File: src/rtl/mul_man_seq_normalizer.sv
// mul_man_seq_normalizer: radix-2 sequential mantissa multiplier with normalization and round-to-nearest-even request
module mul_man_seq_normalizer #(
  parameter int SIZE_MAN = 24
) (
  input  logic                i_clk,
  input  logic                i_rst_n,
  input  logic                i_start,
  input  logic [SIZE_MAN-1:0] i_man_a,
  input  logic [SIZE_MAN-1:0] i_man_b,
  output logic                o_busy,
  output logic                o_done,
  output logic [SIZE_MAN-1:0] o_man,
  output logic                o_rounding_bit,
  output logic                o_exp_adj
);
  localparam int W  = 2 * SIZE_MAN;
  localparam int CW = $clog2(SIZE_MAN + 1);
  typedef enum logic [1:0] {IDLE, CALC, NORM} state_t;
  state_t              r_state;
  logic [W-1:0]        r_mcand;
  logic [W-1:0]        r_acc;
  logic [SIZE_MAN-1:0] r_mplier;
  logic [CW-1:0]       r_cnt;
  logic                w_hi;
  logic                w_guard;
  logic                w_sticky;
  logic                w_lsb;
  logic [SIZE_MAN-1:0] w_man;
  // a set top bit means the product lies in [2,4) and the window slides up by one
  assign w_hi     = r_acc[W-1];
  assign w_man    = w_hi ? r_acc[W-1:SIZE_MAN] : r_acc[W-2:SIZE_MAN-1];
  assign w_guard  = w_hi ? r_acc[SIZE_MAN-1] : r_acc[SIZE_MAN-2];
  assign w_sticky = w_hi ? |r_acc[SIZE_MAN-2:0] : |r_acc[SIZE_MAN-3:0];
  assign w_lsb    = w_hi ? r_acc[SIZE_MAN] : r_acc[SIZE_MAN-1];
  always_ff @(posedge i_clk or negedge i_rst_n) begin
    if (!i_rst_n) begin
      r_state        <= IDLE;
      r_mcand        <= '0;
      r_acc          <= '0;
      r_mplier       <= '0;
      r_cnt          <= '0;
      o_busy         <= 1'b0;
      o_done         <= 1'b0;
      o_man          <= '0;
      o_rounding_bit <= 1'b0;
      o_exp_adj      <= 1'b0;
    end else begin
      o_done <= 1'b0;
      case (r_state)
        IDLE: if (i_start) begin
          r_mcand  <= {{SIZE_MAN{1'b0}}, i_man_a};
          r_mplier <= i_man_b;
          r_acc    <= '0;
          r_cnt    <= '0;
          o_busy   <= 1'b1;
          r_state  <= CALC;
        end
        CALC: begin
          r_acc    <= r_acc + (r_mplier[0] ? r_mcand : '0);
          r_mcand  <= r_mcand << 1;
          r_mplier <= r_mplier >> 1;
          r_cnt    <= r_cnt + CW'(1);
          if (r_cnt == CW'(SIZE_MAN - 1)) r_state <= NORM;
        end
        NORM: begin
          o_man          <= w_man;
          o_rounding_bit <= w_guard & (w_sticky | w_lsb);
          o_exp_adj      <= w_hi;
          o_done         <= 1'b1;
          o_busy         <= 1'b0;
          r_state        <= IDLE;
        end
        default: r_state <= IDLE;
      endcase
    end
  end
endmodule

File: config.mk
export PLATFORM = sky130hd
export DESIGN_NAME = mul_man_seq_normalizer
export DESIGN_NICKNAME = d
export VERILOG_FILES = /design/src/rtl/mul_man_seq_normalizer.sv
export SDC_FILE = /design/constraint.sdc
export NUM_CORES = 1
export LEC_CHECK = 0
export CORE_MARGIN = 4
export CORE_UTILIZATION = 30
export DETAILED_ROUTE_END_ITERATION = 12
export SYNTH_ARGS = -nofsm -noshare
export SYNTH_HDL_FRONTEND = slang
export SYNTH_SLANG_ARGS = --single-unit
export TNS_END_PERCENT = 30
File: constraint.sdc
create_clock -name i_clk -period 3 [get_ports i_clk]
set_input_delay 0.6 -clock i_clk [delete_from_list [all_inputs] [get_ports i_clk]]
set_output_delay 0.6 -clock i_clk [all_outputs]
set_load 0.1 [all_outputs]
==> impl_metrics.ini <==
[synthesis]
avgSynthCellArea_um2 = 8.47
synth.distinct_cells = 56
synth.yosys.seq_area_share_pct = 42.4
netlist_instances = 1081
synthFlopType = dfrtp_1
synth_nets = 1181
ys_ff_latch = 155
async_flop_share_pct = 100
synth-edff-count = 0
yosysWarnings = 0
syn-cell-area_um2 = 9150

[cells_and_area]
diodes = 0
layout.cells.non_filler = 1650
synthToLayoutAreaGrowth_pct = 37.0
drive_gt1_share_pct = 24.5
nets = 1347
mostFrequentLayoutCell = dfrtp_1
final_cell_mix = dfrtp_1, buf_4, nand2_1, nor2_1, o21ai_0
fill_cells = 2953

[setup_path]
crit_arrival_ps = 3350
start_kind = flip-flop
path_class = flip-flop to flip-flop
cp_max_fo = 7
cp-end-kind = flip-flop
crit_buf_inv = 3
path_cells = buf_6 > and2_4 > ha_4 > nand2_1 > o221ai_2 > a21oi_2 > or4_4 > o21ba_4 > o31ai_4 > buf_6 > buf_4 > xnor2_1 > o21ai_0
cpPeakStageDelay_ps = 500
crit_family = compound AO/OA/AOI/OAI gates
slowest_stage = dfrtp_2
critical_path.most_common_cell = buf_6
worstPathRequired_ps = 3290
r2r_slack_ps = -60

[placement]
place_inst = 1604
dp_hpwl_um = 18200
place_congestion = 0.933
io_buffers = 78

[grt]
grt-ovfl-total = 0
grt_pass1_wl_um = 42900
grtUsageMet3_pct = 2.87
track_usage_pct = 15.6
busiest_layer = met2
antenna_found_initial = 0
grt_pass1_vias = 8283
met2_usage_pct = 24.7
grt_max_degree = 153
grtUsageMet1_pct = 22.2

[die]
fp.coreArea_um2 = 29900
start_util_pct = 30.6
io_pins = 79
die_area_um2 = 33400
die_w_um = 183
die_height_um = 183
rows = 63

[run]
max-cap-violations = 0

[routing]
vias = 8425
ant_nets = 0
drt_pass1_iterations = 7
viasPerCell = 5.11
routedWlPerCell_um = 16.2
first_iter_violations = 635
drc = 0
drt-total-wl_um = 26700

[timing]
setup_ws_ps = -56.2
rsz0062_at_grt = yes
slew_violations = 0
slew-limit-headroom_pct = 53.2
skew_ps = 14.8
fin_crit_ps = 3060
finalSetupViolCount = 5
min_period_over_period_pct = 102
fin_hold_ws_ps = 82.6
finalHoldViolations = 0
fmax_mhz = 327
worst_slew_pin_slew_ps = 701

[power]
switching_share_pct = 45.0
vdd_drop_max_mv = 0.517
internal_power_w = 0.00934
p_clk_share_pct = 12.7
p_sw_w = 0.00763
power_density_nw_per_um2 = 1350
combPwrFrac_pct = 64.2
leakagePower_nw = 5.39
power_w = 0.0170
p_seq_share_pct = 23.1

[cts]
cts_tree = yes
clockRootBuffer = clkbuf_16
cts-htree-levels = 4
clock_latency_ps = 440
clk_pin_slew_ps = 80
cts_sinks = 155
cts_max_path_buffers = 2
cts_buffers = 17

[outcome]
violations = negative setup slack
status = finished with violations

[min_path]
hold_class = primary input to async pin
synthesized netlist by cell type, types with 3 or more instances:
cell type,n,area [um^2]
a211oi_1,11,82.6
a21o_1,16,120
a21oi_1,55,275
a31oi_1,5,31.3
and2_1,48,300
and3_1,7,43.8
buf_1,5,18.8
buf_2,3,15.0
clkbuf_1,57,214
dfrtp_1,155,3880
ha_1,48,601
inv_1,7,26.3
mux2i_1,23,230
nand2_1,150,563
nand2b_1,4,25.0
nand3_1,73,365
nand4_1,13,81.3
nor2_1,125,469
nor2b_1,6,37.5
nor3_1,12,60.1
nor4_1,7,43.8
o2111ai_1,3,26.3
o211ai_1,3,22.5
o21a_1,6,45.0
o21ai_0,102,510
o21ai_1,4,20.0
o21bai_1,5,37.5
o22ai_1,46,288
o31ai_1,3,22.5
or2_2,3,18.8
or3_1,3,18.8
or4_1,3,22.5
xnor2_1,20,175
xor2_1,22,193
layer usage:
metal	up-vias	part of all wire, %	wire [um]
li1	4179	-	-
met1	4053	48	12900
met2	166	46	12300
met3	27	4.3	1150
met4	0	1.4	381
met5	-	0	0
logic make-up (layout without fill, tap and decap cells):
kind of cell	Yosys count	after routing	synth area share, %
adders and majority gates	49	49	6.78
DFF	155	155	42.4
muxes	24	24	2.64
buffers and inverters	72	251	2.99
and+or+nand+nor	461	461	23.0
AOI/OAI and AO/OA	278	278	18.2
xor gates and xnor gates	42	42	4.02
area by class of cell:
class	count	area, um^2	area share, %
Sequential cell	155	3880	30.9
Timing Repair Buffer	212	1830	14.6
Multi-Input combinational cell	854	5750	45.8
Clock buffer	17	425	3.39
Clock inverter	15	148	1.18
Inverter	7	26.3	0.209
Tap cell	390	488	3.89
power by group through the flow:
| stage | Sequential (W) | Combinational (W) | Clock (W) |
|---|---|---|---|
| after global placement | 0.00382 | 0.00905 | 0 |
| after detailed placement | 0.00384 | 0.00916 | 0 |
| after floorplan | 0.00396 | 0.00549 | 0 |
| after global routing | 0.00405 | 0.0120 | 0.00228 |
| final | 0.00392 | 0.0109 | 0.00215 |
| after CTS | 0.00386 | 0.00975 | 0.00220 |
flip-flops by register name (all words and copies together) (netlist names):
name and count:
o_man 24, r_acc 48, o_exp_adj 1, r_state 2, r_mcand 48, o_rounding_bit 1, r_cnt 5, o_busy 1
r_mplier 24, o_done 1
repair_timing:
action / 4_1_cts / 5_1_grt
setup buffers: 3 / 10
pin swaps: 9 / 41
cloned: 0 / 2
resized for setup: 53 / 92
hold buffers: 0 / 0
setup endpoints to repair: 21 / 23
worst paths after layout:
check                            startpoint          end  cells after the start
worst max-delay path            r_mplier[0]    r_acc[33]                     13
max in group asynchronous           i_rst_n   r_mcand[1]                      2
min in group i_clk                 o_man[5]     o_man[5]                      2
worst min-delay path                i_rst_n  r_mcand[10]                      1
worst min register to register     o_man[5]     o_man[5]                      2
worst max register to register  r_mplier[0]    r_acc[33]                     13
metrics by stage:
stage | TNS (ps) | utilization, % | instance area (um^2) | setup slack [ps]
2_1_floorplan | -4.43 | - | 9160 | -2.71
4_1_cts | -195 | 40.1 | 12000 | -48.2
3_5_place_dp | -3010 | 37.1 | 11100 | -272
5_1_grt | -1630 | 42.0 | 12500 | -178
6_report | -209 | 42.0 | 12500 | -56.2
3_3_place_gp | -1980 | 37.1 | 11100 | -260
Power figures use the tool's default switching activity.
